$ cat config.mk
export PLATFORM = sky130hd
export DESIGN_NAME = spi_slave
export DESIGN_NICKNAME = d
export VERILOG_FILES = /design/src/rtl/spi_slave_pkg.sv /design/src/rtl/spi_sync_edge.sv /design/src/rtl/spi_slave.sv
export SDC_FILE = /design/constraint.sdc
export NUM_CORES = 1
export LEC_CHECK = 0
export ABC_AREA = 1
export BUFFER_PORTS_ARGS = -buffer_cell sky130_fd_sc_hd__buf_2
export CAP_MARGIN = 20
export CORE_MARGIN = 1
export CORE_UTILIZATION = 60
export CTS_CLUSTER_SIZE = 8
export DETAILED_ROUTE_END_ITERATION = 12
export PLACE_DENSITY = 0.88
export SLEW_MARGIN = 20
export SYNTH_ARGS = -nofsm -noshare
export SYNTH_HDL_FRONTEND = slang
export SYNTH_SLANG_ARGS = --single-unit
$ cat constraint.sdc
create_clock -name clk -period 3 [get_ports clk]
set_input_delay 0.15 -clock clk [delete_from_list [all_inputs] [get_ports clk]]
set_output_delay 0.15 -clock clk [all_outputs]
set_load 0.01 [all_outputs]
$ cat src/rtl/spi_slave_pkg.sv
// Shared constants and FSM encoding for the SPI mode-0 slave.
package spi_slave_pkg;

  // SPI mode 0: clock idles low, data sampled on the rising edge
  localparam logic CPOL = 1'b0;
  localparam logic CPHA = 1'b0;

  // Default shift width
  localparam int DATA_W_DEF = 8;

  // Flip-flops in each pin synchronizer, before the edge-detect delay register
  localparam int SYNC_STAGES = 2;

  // Slave FSM states
  typedef enum logic [1:0] {
    ST_IDLE   = 2'd0,
    ST_SHIFT  = 2'd1,
    ST_RELOAD = 2'd2
  } state_t;

endpackage

$ cat src/rtl/spi_sync_edge.sv
// One-bit pin synchronizer with a trailing delay register for edge detection.
// The level is the last synchronizer stage; rise/fall compare it against the
// delay register, so any action registered on them lands on the 3rd clk edge
// after the pin changes.
module spi_sync_edge
  import spi_slave_pkg::*;
#(
  parameter logic RST_VAL = 1'b0
) (
  input  logic clk,
  input  logic rst,
  input  logic din,
  output logic level,
  output logic rise,
  output logic fall
);

  logic [SYNC_STAGES-1:0] sync_reg;
  logic                   dly_reg;

  // Synchronizer chain plus delay stage, reset to the pin's idle level
  always_ff @(posedge clk or negedge rst) begin
    if (!rst) begin
      sync_reg <= {SYNC_STAGES{RST_VAL}};
      dly_reg  <= RST_VAL;
    end else begin
      sync_reg <= {sync_reg[SYNC_STAGES-2:0], din};
      dly_reg  <= sync_reg[SYNC_STAGES-1];
    end
  end

  assign level = sync_reg[SYNC_STAGES-1];
  assign rise  = level & ~dly_reg;
  assign fall  = ~level & dly_reg;

endmodule

$ cat src/rtl/spi_slave.sv
// SPI mode-0 slave, MSB first, full duplex with a one-deep TX buffer.
// All pins are oversampled in the clk domain; f_sck must stay <= f_clk/8.
module spi_slave
  import spi_slave_pkg::*;
#(
  parameter int                DATA_W  = DATA_W_DEF,
  parameter logic [DATA_W-1:0] IDLE_TX = '0
) (
  input  logic              clk,
  input  logic              rst,
  input  logic              ss_n,
  input  logic              sck,
  input  logic              mosi,
  output logic              miso,
  input  logic [DATA_W-1:0] data_in,
  input  logic              load,
  output logic              tx_empty,
  output logic [DATA_W-1:0] data_out,
  output logic              new_data,
  output logic              busy
);

  localparam int              CNT_W    = $clog2(DATA_W);
  localparam logic [CNT_W-1:0] LAST_BIT = CNT_W'(DATA_W - 1);

  logic ss_level, ss_rise, ss_fall;
  logic sck_level, sck_rise, sck_fall;
  logic mosi_level, mosi_rise, mosi_fall;

  // Only the mosi level is used; its edges have no meaning on their own
  logic unused_sync;
  assign unused_sync = ^{sck_level, mosi_rise, mosi_fall};

  spi_sync_edge #(.RST_VAL(1'b1)) u_sync_ss (
    .clk(clk), .rst(rst), .din(ss_n),
    .level(ss_level), .rise(ss_rise), .fall(ss_fall)
  );

  spi_sync_edge #(.RST_VAL(1'b0)) u_sync_sck (
    .clk(clk), .rst(rst), .din(sck),
    .level(sck_level), .rise(sck_rise), .fall(sck_fall)
  );

  spi_sync_edge #(.RST_VAL(1'b0)) u_sync_mosi (
    .clk(clk), .rst(rst), .din(mosi),
    .level(mosi_level), .rise(mosi_rise), .fall(mosi_fall)
  );

  state_t              state_reg, state_next;
  logic [DATA_W-1:0]   shift_reg, shift_next;
  logic [CNT_W-1:0]    cnt_reg, cnt_next;
  logic                miso_reg, miso_next;
  logic [DATA_W-1:0]   data_out_reg, data_out_next;
  logic                new_data_reg, new_data_next;
  logic [DATA_W-1:0]   tx_buf_reg, tx_buf_next;
  logic                tx_empty_reg, tx_empty_next;
  logic                busy_reg, busy_next;

  // Byte handed to the shifter at a transfer: buffered data, or filler on underrun
  logic [DATA_W-1:0]   tx_src;
  logic                take_tx;
  assign tx_src = tx_empty_reg ? IDLE_TX : tx_buf_reg;

  // State and datapath registers
  always_ff @(posedge clk or negedge rst) begin
    if (!rst) begin
      state_reg    <= ST_IDLE;
      shift_reg    <= '0;
      cnt_reg      <= '0;
      miso_reg     <= 1'b0;
      data_out_reg <= '0;
      new_data_reg <= 1'b0;
      tx_buf_reg   <= IDLE_TX;
      tx_empty_reg <= 1'b1;
      busy_reg     <= 1'b0;
    end else begin
      state_reg    <= state_next;
      shift_reg    <= shift_next;
      cnt_reg      <= cnt_next;
      miso_reg     <= miso_next;
      data_out_reg <= data_out_next;
      new_data_reg <= new_data_next;
      tx_buf_reg   <= tx_buf_next;
      tx_empty_reg <= tx_empty_next;
      busy_reg     <= busy_next;
    end
  end

  // Next-state and datapath decode
  always_comb begin
    state_next    = state_reg;
    shift_next    = shift_reg;
    cnt_next      = cnt_reg;
    miso_next     = miso_reg;
    data_out_next = data_out_reg;
    new_data_next = 1'b0;
    busy_next     = ~ss_level;
    take_tx       = 1'b0;

    unique case (state_reg)
      ST_IDLE: begin
        miso_next = 1'b0;
        cnt_next  = '0;
        if (ss_fall) begin
          shift_next = tx_src;
          take_tx    = 1'b1;
          miso_next  = tx_src[DATA_W-1];
          state_next = ST_SHIFT;
        end
      end

      ST_SHIFT: begin
        if (ss_rise) begin
          // Deselect mid-byte: drop the partial byte, no completion pulse
          cnt_next   = '0;
          miso_next  = 1'b0;
          state_next = ST_IDLE;
        end else if (sck_rise) begin
          shift_next = {shift_reg[DATA_W-2:0], mosi_level};
          cnt_next   = cnt_reg + 1'b1;
          if (cnt_reg == LAST_BIT) begin
            cnt_next      = '0;
            data_out_next = {shift_reg[DATA_W-2:0], mosi_level};
            new_data_next = 1'b1;
            state_next    = ST_RELOAD;
          end
        end else if (sck_fall) begin
          miso_next = shift_reg[DATA_W-1];
        end
      end

      ST_RELOAD: begin
        if (ss_rise) begin
          miso_next  = 1'b0;
          state_next = ST_IDLE;
        end else if (sck_fall) begin
          shift_next = tx_src;
          take_tx    = 1'b1;
          miso_next  = tx_src[DATA_W-1];
          state_next = ST_SHIFT;
        end
      end

      default: begin
        state_next = ST_IDLE;
      end
    endcase

    // A load always wins the buffer, even on the cycle the old byte is taken
    tx_buf_next   = tx_buf_reg;
    tx_empty_next = tx_empty_reg;
    if (load) begin
      tx_buf_next   = data_in;
      tx_empty_next = 1'b0;
    end else if (take_tx) begin
      tx_empty_next = 1'b1;
    end
  end

  assign miso     = miso_reg;
  assign data_out = data_out_reg;
  assign new_data = new_data_reg;
  assign tx_empty = tx_empty_reg;
  assign busy     = busy_reg;

endmodule

Word level (Yosys, flattened, before mapping)
Cells that the tools add are included.
{"block": "word_totals", "out_inout_bits": 12, "in_bits": 14, "reg_bits": 41, "elab_cells": 81}
{"block": "op_classes", "n_reduce_logical": 9, "eq_ne": 13, "n_addsub": 1, "n_mux": 35, "bitwise": 9}
{"cell": "two-way mux 8 bit", "count": 6}
{"cell": "one-hot mux 8 bit (3 select lines)", "count": 1}
{"cell": "two-way mux 1 bit", "count": 15}
{"cell": "inequality test 3 bit (second input constant)", "count": 5}
{"cell": "two-way mux 2 bit", "count": 6}
{"cell": "AND reduction 4 bit", "count": 3}
{"cell": "inequality test 2 bit (second input constant)", "count": 5}
{"cell": "two-way mux 3 bit", "count": 3}
{"cell": "one-hot mux 2 bit (3 select lines)", "count": 1}
{"cell": "one-hot mux 3 bit (2 select lines)", "count": 1}
{"cell": "AND reduction 6 bit", "count": 1}
{"cell": "NOT 1 bit", "count": 5}
{"cell": "AND 1 bit", "count": 4}
{"cell": "nonzero test 2 bit", "count": 2}
{"cell": "adder 3 x 1 -> 3 bit (second input constant)", "count": 1}
{"cell": "== test 3 bit (second input constant)", "count": 1}
{"cell": "one-hot mux 1 bit (3 select lines)", "count": 1}
{"cell": "nonzero test 3 bit", "count": 1}
{"cell": "== test 2 x 1 -> 1 bit (second input constant)", "count": 1}
{"cell": "== test 2 bit (second input constant)", "count": 1}
{"cell": "zero test 2 bit", "count": 1}
{"cell": "one-hot mux 1 bit (2 select lines)", "count": 1}
{"cell": "AND reduction 2 bit", "count": 1}

Longest topological paths before layout
Gate-level depths: netlist of run 1.
{"block": "logic_depth", "depth_word": 7, "ltp_mapped": 9, "ltp_nobuf": 8}

Modules after synthesis
From an unflattened synthesis of run 1, not the netlist that was laid out.
{"block": "hier_totals", "hier_cells": 190, "area_unflattened_um2": 1914.3}
{"mod": "spi_slave", "cells_each": 169, "instances": 1, "area_per_inst_um2": 1640.3, "seq_area_each_um2": 827.0}
{"mod": "spi_sync_edge at u_sync_mosi ...", "cells_each": 7, "instances": 2, "area_per_inst_um2": 90.1, "seq_area_each_um2": 75.1}
{"mod": "spi_sync_edge at u_sync_ss", "cells_each": 7, "instances": 1, "area_per_inst_um2": 93.8, "seq_area_each_um2": 78.8}

Least setup slack after synthesis of run 1
OpenSTA, ideal clock, no wires.
{"block": "synth_path", "path_type": "reg2reg", "start": "register state_reg[1]", "end": "register data_out_reg[5] (netlist: data_out[5])", "n_path_buf": 2, "arrival_ps": 1254, "synth_period_minus_slack_ps": 1371, "setup_ps": 118, "stages_incl_launch_ff": 10, "setup_slack_ps": 1629, "required_time_ps": 2882, "cell_sequence": "dfrtp_1 > inv_1 > ha_1 > buf_4 > nand2_4 > inv_4 > nand3_4 > buf_6 > nand2_1 > o21ai_2"}
{"block": "synth_via", "elab_chain_cells": 2}
{"element": "start, declared", "line_no": "spi_slave.sv:49", "text": "state_t state_reg, state_next;"}
{"element": "start signal, assigned", "line_no": "spi_slave.sv:77", "text": "state_reg <= state_next;"}
{"element": "== test 2 x 1 -> 1 bit", "line_no": "spi_slave.sv:100", "text": "unique case (state_reg)"}
{"element": "AND reduction 4 bit (no source line)"}
{"element": "end signal, assigned", "line_no": "spi_slave.sv:81", "text": "data_out_reg <= data_out_next;"}
{"element": "end, declared", "line_no": "spi_slave.sv:53", "text": "logic [DATA_W-1:0] data_out_reg, data_out_next;"}
No other way between the ends.
A chain may end at the register's enable or synchronous reset.

Final worst setup path of run 1
{"block": "layout_path", "start": "register state_reg[1]", "end": "register shift_reg[7]"}
{"block": "layout_via", "elab_chain_cells": 3, "word_cells_on_any_way": 11, "cone_classes": "eq/ne (7); mux (1); reduce/logical (3)"}
{"element": "== test 2 bit (tied with other cells)", "line_no": "spi_slave.sv:100"}
{"element": "inequality test 2 bit (no source line) or nonzero test 3 bit (tied branches)"}
{"element": "AND reduction 6 bit (no source line)"}
{"element": "end signal, assigned", "line_no": "spi_slave.sv:78", "text": "shift_reg <= shift_next;"}
{"element": "end, declared", "line_no": "spi_slave.sv:50", "text": "logic [DATA_W-1:0] shift_reg, shift_next;"}
Parallel ways exist; a longest one is shown, timed or not.

==> results by group, run 1 <==
Run status
  – Status: finished clean

Worst setup path
  – Slowest cell on the critical path: dfrtp_1
  – Critical Path RT: 3240 ps
  – Worst stage delay on the critical path: 450 ps
  – CP Cell Sequence: inv_1, ha_1, inv_4, o21ai_1, nor2_4, nand3_1, nand2_1
  – Buf/Inv on CP: 2
  – Top Family by Delay on Critical Path: flip-flops
  – Crit. End Element: flop
  – Setup CP Type: reg -> reg
  – CP arrival: 1930 ps
  – CP max FO: 10
  – CP startpoint kind: flop

Placed design
  – Routability cong.: 0.880
  – DP Worst Slack: 1300 ps
  – Detailed Place HPWL: 2.42 mm
  – Post-DP Area: 0.00207 mm2
  – Port Buffer Count: 25

Clock network
  – CTS Buffer Depth: 2
  – Num CTS Buffers: 5
  – Worst-path clk slew: 110 ps
  – Worst-Skew Late Latency: 350 ps
  – Post-CTS setup buffers: 0
  – Clock tree sinks: 41
  – Root Driver: clkbuf_4
  – H-tree levels: 2
  – TritonCTS clock tree: built

Drt
  – Routed WL per cell: 12.0 um
  – DRT Pass-1 Iters: 4
  – DR vias/cell: 5.01
  – Antenna-violating nets left: 0
  – Drt drc: 0
  – Via Count: 1477
  – Detailed Route Iter0 Violations: 79
  – Final WL: 3.54 mm

Yosys
  – Post-Syn Area: 0.00191 mm2
  – Synth area leaders: dfrtp_1 (48%), nand2_1 (11%), ha_1 (5.9%)
  – Synthesized area per cell: 9.12 um2
  – Seq/Total Area, Yosys: 0.539
  – Ys async rst share: 1.00
  – Most used flip-flop cell after synthesis: dfrtp_1
  – Top-count cell post-synth: nand2_1
  – Yosys top cell by area: dfrtp_1
  – FF+latch count, synth: 41
  – Yosys cell types: 25
  – Mapped Nets: 233
  – Post-synth top cells: nand2_1 (58), dfrtp_1 (37), inv_1 (27)
  – Post-Synthesis Cells: 210
  – Yosys warnings: 0
  – Post-synth EDFFs: 0
  – Yosys top cell area share: 0.484

Die
  – Die H: 58.5 um
  – Row cnt: 20
  – Die X-Extent: 58.5 um
  – Die area: 0.00342 mm2
  – I/O pins: 26
  – Core Region: 0.00303 mm2
  – Initial Util: 0.632

Power
  – Leak pwr: 1.19 nW
  – Power share of the combinational group: 0.392
  – Psw: 0.631 mW
  – Switching Fraction: 0.399
  – Reg power frac: 0.444
  – Pwr dens: 709 mW/mm2
  – Internal: 0.951 mW
  – Peak VDD IR: 0.383 mV
  – Clock power frac: 0.164

Timing
  – Setup TNS Final: 0 ps
  – Slew HR: 0.439
  – Final-report hold violation count: 0
  – Min cycle time layout: 1690 ps
  – Setup ws final: 1310 ps
  – Post-route clock period utilization: 0.565
  – RSZ-0062 raised after global routing: false
  – Max Freq: 590 MHz
  – Worst Clk Skew: 15.9 ps
  – Max-slew violations: 0
  – Slew @ Worst Pin: 842 ps
  – Final hold slack: 33.3 ps
  – Setup violations, final: 0

GRT
  – First-pass GRT wire length: 6.35 mm
  – Largest net degree at the start of global routing: 42
  – Vias in the first global route: 1469
  – Initial antenna violation count: 0
  – GRT overflow: 0
  – Overall routing resource usage: 0.252

Final layout
  – Share of layout cells above drive strength 1: 0.207
  – Filler instances: 250
  – Layout Nets: 273
  – Sequential cell area: 0.00103 mm2
  – Syn-to-layout area delta: 16.6%
  – Final Util: 0.737
  – Cell area after layout: 0.00223 mm2
  – Area occupied by multi-input gates: 736 um2
  – N_diodes: 0

Min path
  – Hold Path Class: in -> reg

Job
  – Max-Cap Viols: 0
==> tightest hold or removal path, cell delays in order <==
cell and delay [ps]:
buf_2 80, nand2_1 50, o21ai_0 70
==> cells in the final DEF, fill, tap and decap left out <==
cell and count:
nand2_1 58, o22ai_1 7, nand3_2 1, or2_0 1
clkbuf_1 2, o21bai_1 1, a21oi_1 2, clkinv_2 1
nor2_1 6, dlygate4sd3_1 11, inv_1 27, inv_2 3
a31oi_1 1, dfstp_2 4, nand3_4 1, inv_4 2
nor2_4 1, dfrtp_1 37, nand2_4 2, clkbuf_4 5
buf_2 25, nand4_1 1, ha_1 9, o21ai_2 7
o21ai_1 2, o21ai_0 16, nand3_1 18
==> metrics by stage <==
step | total power [mW] | cells
3_3_place_gp | 1.29 | 276
4_1_cts | 1.59 | 294
3_5_place_dp | 1.32 | 276
2_1_floorplan | 1.17 | 210
6_report | 1.58 | 295
5_1_grt | 1.72 | 295
==> repair_timing <==
action,CTS,global route
hold buffers,10,1
gates resized for setup,0,0
hold endpoints to repair,46,1
==> cells by family (layout without fill, tap and decap cells) <==
kind of cell,Yosys count,after routing,synth area share
simple gates,89,89,0.211
flops,41,41,0.539
compound gates,36,36,0.114
buf+inv,35,76,0.0771
fa+ha+maj,9,9,0.0588
==> routing by layer <==
metal | track usage | vias to the layer above | wire [um]
met2 | 0.412 | 47 | 1690
met3 | 0.0769 | 5 | 188
li1 | - | 748 | -
met5 | 0 | - | 0
met4 | 0.0680 | 0 | 34
met1 | 0.328 | 677 | 1630
==> cell type report <==
cell class	count	share of cell area
Timing Repair Buffer	36	0.105
Multi-Input combinational cell	134	0.330
Clock buffer	7	0.0202
Sequential cell	41	0.462
Clock inverter	1	0.00224
Tap cell	44	0.0247
Inverter	32	0.0561
==> path summary, 6_finish.rpt <==
kind	startpoint	end	slack (ps)	cells after the start
worst max register to register	state_reg[1]$_DFFE_PN0P_	shift_reg[7]$_DFFE_PN0P_	1310	7
worst max-delay path	state_reg[1]$_DFFE_PN0P_	shift_reg[7]$_DFFE_PN0P_	1310	7
min in group asynchronous	rst	data_out[0]$_DFFE_PN0P_	430	2
worst min-delay path	data_in[5]	tx_buf_reg[5]$_DFFE_PN0P_	30	3
max in group asynchronous	rst	u_sync_sck.dly_reg$_DFF_PN0_	2030	2
worst min register to register	u_sync_mosi.sync_reg[0]$_DFF_PN0_	u_sync_mosi.sync_reg[1]$_DFF_PN0_	360	0
==> power groups by stage <==
| stage | clock, mW | sequential [mW] | combinational [mW] |
|---|---|---|---|
| floorplan | 0 | 0.704 | 0.468 |
| global placement | 0 | 0.707 | 0.583 |
| detailed placement | 0 | 0.712 | 0.603 |
| CTS | 0.270 | 0.702 | 0.616 |
| global route | 0.292 | 0.714 | 0.711 |
| finish | 0.260 | 0.702 | 0.621 |
(Power assumes the default switching activity.)
==> run 2, diff against run 1 <==
--- a/config.mk
+++ b/config.mk
@@ -9,10 +9,10 @@
 export BUFFER_PORTS_ARGS = -buffer_cell sky130_fd_sc_hd__buf_2
 export CAP_MARGIN = 20
 export CORE_MARGIN = 1
-export CORE_UTILIZATION = 60
+export CORE_UTILIZATION = 51
 export CTS_CLUSTER_SIZE = 8
 export DETAILED_ROUTE_END_ITERATION = 12
-export PLACE_DENSITY = 0.88
+export PLACE_DENSITY = 0.8
 export SLEW_MARGIN = 20
 export SYNTH_ARGS = -nofsm -noshare
 export SYNTH_HDL_FRONTEND = slang
==> constraint.sdc (replaced) <==
create_clock -name clk -period 1.5 [get_ports clk]
set_input_delay 0.075 -clock clk [delete_from_list [all_inputs] [get_ports clk]]
set_output_delay 0.075 -clock clk [all_outputs]
set_load 0.01 [all_outputs]
==> run 2 against run 1 <==
Sequential power is 99% higher. Largest power group unchanged. Utilization is 5.8 points lower. Critical path type unchanged. Die area is 17% higher. Sequential cell count stayed put. Cell count is 2.0% higher. Via count is 1.7% lower.
==> results by group, run 2 (same netlist as run 1, synthesis figures left out) <==
Die
  – Die X-Extent: 63.3 um
  – Core Region: 0.00347 mm2
  – Row cnt: 21
  – Die H: 63.3 um
  – I/O pins: 26
  – Initial Util: 0.552
  – Die area: 0.00400 mm2

GRT
  – GRT overflow: 0
  – Largest net degree at the start of global routing: 42
  – Overall routing resource usage: 0.203
  – Initial antenna violation count: 0
  – First-pass GRT wire length: 6.21 mm
  – Vias in the first global route: 1440

Clock network
  – Worst-Skew Late Latency: 290 ps
  – CTS Buffer Depth: 2
  – Post-CTS setup buffers: 0
  – Clock tree sinks: 41
  – H-tree levels: 2
  – TritonCTS clock tree: built
  – Worst-path clk slew: 70 ps
  – Num CTS Buffers: 5
  – Root Driver: clkbuf_8

Timing
  – Setup violations, final: 0
  – Slew @ Worst Pin: 493 ps
  – Final-report hold violation count: 0
  – Min cycle time layout: 1400 ps
  – Max-slew violations: 0
  – Setup TNS Final: 0 ps
  – Slew HR: 0.672
  – RSZ-0062 raised after global routing: true
  – Post-route clock period utilization: 0.935
  – Worst Clk Skew: 8.68 ps
  – Max Freq: 713 MHz

Drt
  – DRT Pass-1 Iters: 4
  – DR vias/cell: 4.82
  – Routed WL per cell: 11.7 um
  – Drt drc: 0
  – Via Count: 1452
  – Antenna-violating nets left: 0
  – Detailed Route Iter0 Violations: 61
  – Final WL: 3.52 mm

Placed design
  – Routability cong.: 0.889
  – Port Buffer Count: 25
  – Post-DP Area: 0.00211 mm2
  – Detailed Place HPWL: 2.40 mm

Final layout
  – Share of layout cells above drive strength 1: 0.263
  – Syn-to-layout area delta: 23.1%
  – N_diodes: 0
  – Area occupied by multi-input gates: 774 um2
  – Filler instances: 305
  – Commonest cells after routing, fill and taps aside: nand2_1 (56), dfrtp_1 (36), inv_1 (26)
  – Commonest non-fill, non-tap cell in the layout: nand2_1
  – Layout Nets: 278
  – Cell area after layout: 0.00236 mm2
  – Sequential cell area: 0.00103 mm2

Worst setup path
  – CP startpoint kind: flop
  – Setup CP Type: reg -> reg
  – CP Cell Sequence: ha_2, buf_4, o21ai_0, nand3_2, nand2_2, nand2_1
  – Worst stage delay on the critical path: 440 ps
  – Critical Path RT: 1690 ps
  – Crit. End Element: flop
  – CP max FO: 8
  – Slowest cell on the critical path: dfrtp_2
  – CP arrival: 1590 ps

Power
  – Internal: 2.27 mW
  – Peak VDD IR: 0.840 mV
  – Power share of the combinational group: 0.376
  – Pwr dens: 1520 mW/mm2
  – Clock power frac: 0.233
  – Leak pwr: 1.24 nW
  – Psw: 1.31 mW
  – Switching Fraction: 0.366
  – Reg power frac: 0.391

Run status
  – Status: finished clean

Min path
  – Hold Path Class: in -> reg

Job
  – Max-Cap Viols: 0
## run 2: power by group through the flow
stage / Clock, mW / Combinational, mW / Sequential, mW
finish: 0.835 / 1.35 / 1.40
global route: 0.900 / 1.55 / 1.43
CTS: 0.854 / 1.29 / 1.40
detailed placement: 0 / 1.26 / 1.42
global placement: 0 / 1.24 / 1.41
floorplan: 0 / 0.936 / 1.41
## run 2: path summary, 6_finish.rpt
check,start,endpoint,slack (ps),depth (start not counted)
worst max register to register,state_reg[0]$_DFFE_PN0P_,shift_reg[3]$_DFFE_PN0P_,100,6
min in group asynchronous,rst,state_reg[1]$_DFFE_PN0P_,360,3
worst min register to register,u_sync_sck.sync_reg[0]$_DFF_PN0_,u_sync_sck.sync_reg[1]$_DFF_PN0_,350,0
max in group asynchronous,rst,tx_empty$_DFFE_PN1P_,770,3
worst min-delay path,data_in[7],tx_buf_reg[7]$_DFFE_PN0P_,10,3
worst max-delay path,state_reg[0]$_DFFE_PN0P_,shift_reg[3]$_DFFE_PN0P_,100,6
## run 2: metrics by stage
| stage | util | total power [mW] | worst slack, ps | hold slack (ps) | instances |
|---|---|---|---|---|---|
| floorplan | - | 2.34 | 129 | -221 | 210 |
| global placement | 0.609 | 2.65 | 46.2 | 159 | 283 |
| detailed placement | 0.609 | 2.67 | 26.2 | 156 | 283 |
| CTS | 0.668 | 3.54 | 25.4 | 2.70 | 300 |
| global route | 0.679 | 3.87 | -20.2 | 12.7 | 301 |
| finish | 0.679 | 3.58 | 98.2 | 11.4 | 301 |
## run 2: area by class of cell
type | count | area share
flip-flops and latches | 41 | 0.438
inverters | 32 | 0.0531
clock buffers | 5 | 0.0292
repair buffers | 40 | 0.112
clock inverters | 2 | 0.0149
well taps | 46 | 0.0244
multi-input cells | 135 | 0.329
## run 2: worst max-delay path: cells and delay by family, from the launching register on
kind	cells	cell delay [ps]
adders and majority gates	1	200
and+or+nand+nor	3	400
buffers and inverters	1	160
AOI/OAI and AO/OA	1	100
DFF	1	440
## run 2: repair_timing
item                       CTS  global route
resized for setup            0            12
setup endpoints to repair    0            17
hold buffers                10             0
hold endpoints to repair    46             0
## run 2: per-layer routing
metal  share of wire  GRT usage
met1            0.50      0.264
met5               0          0
met2            0.45      0.324
met3           0.031     0.0380
met4           0.018      0.102
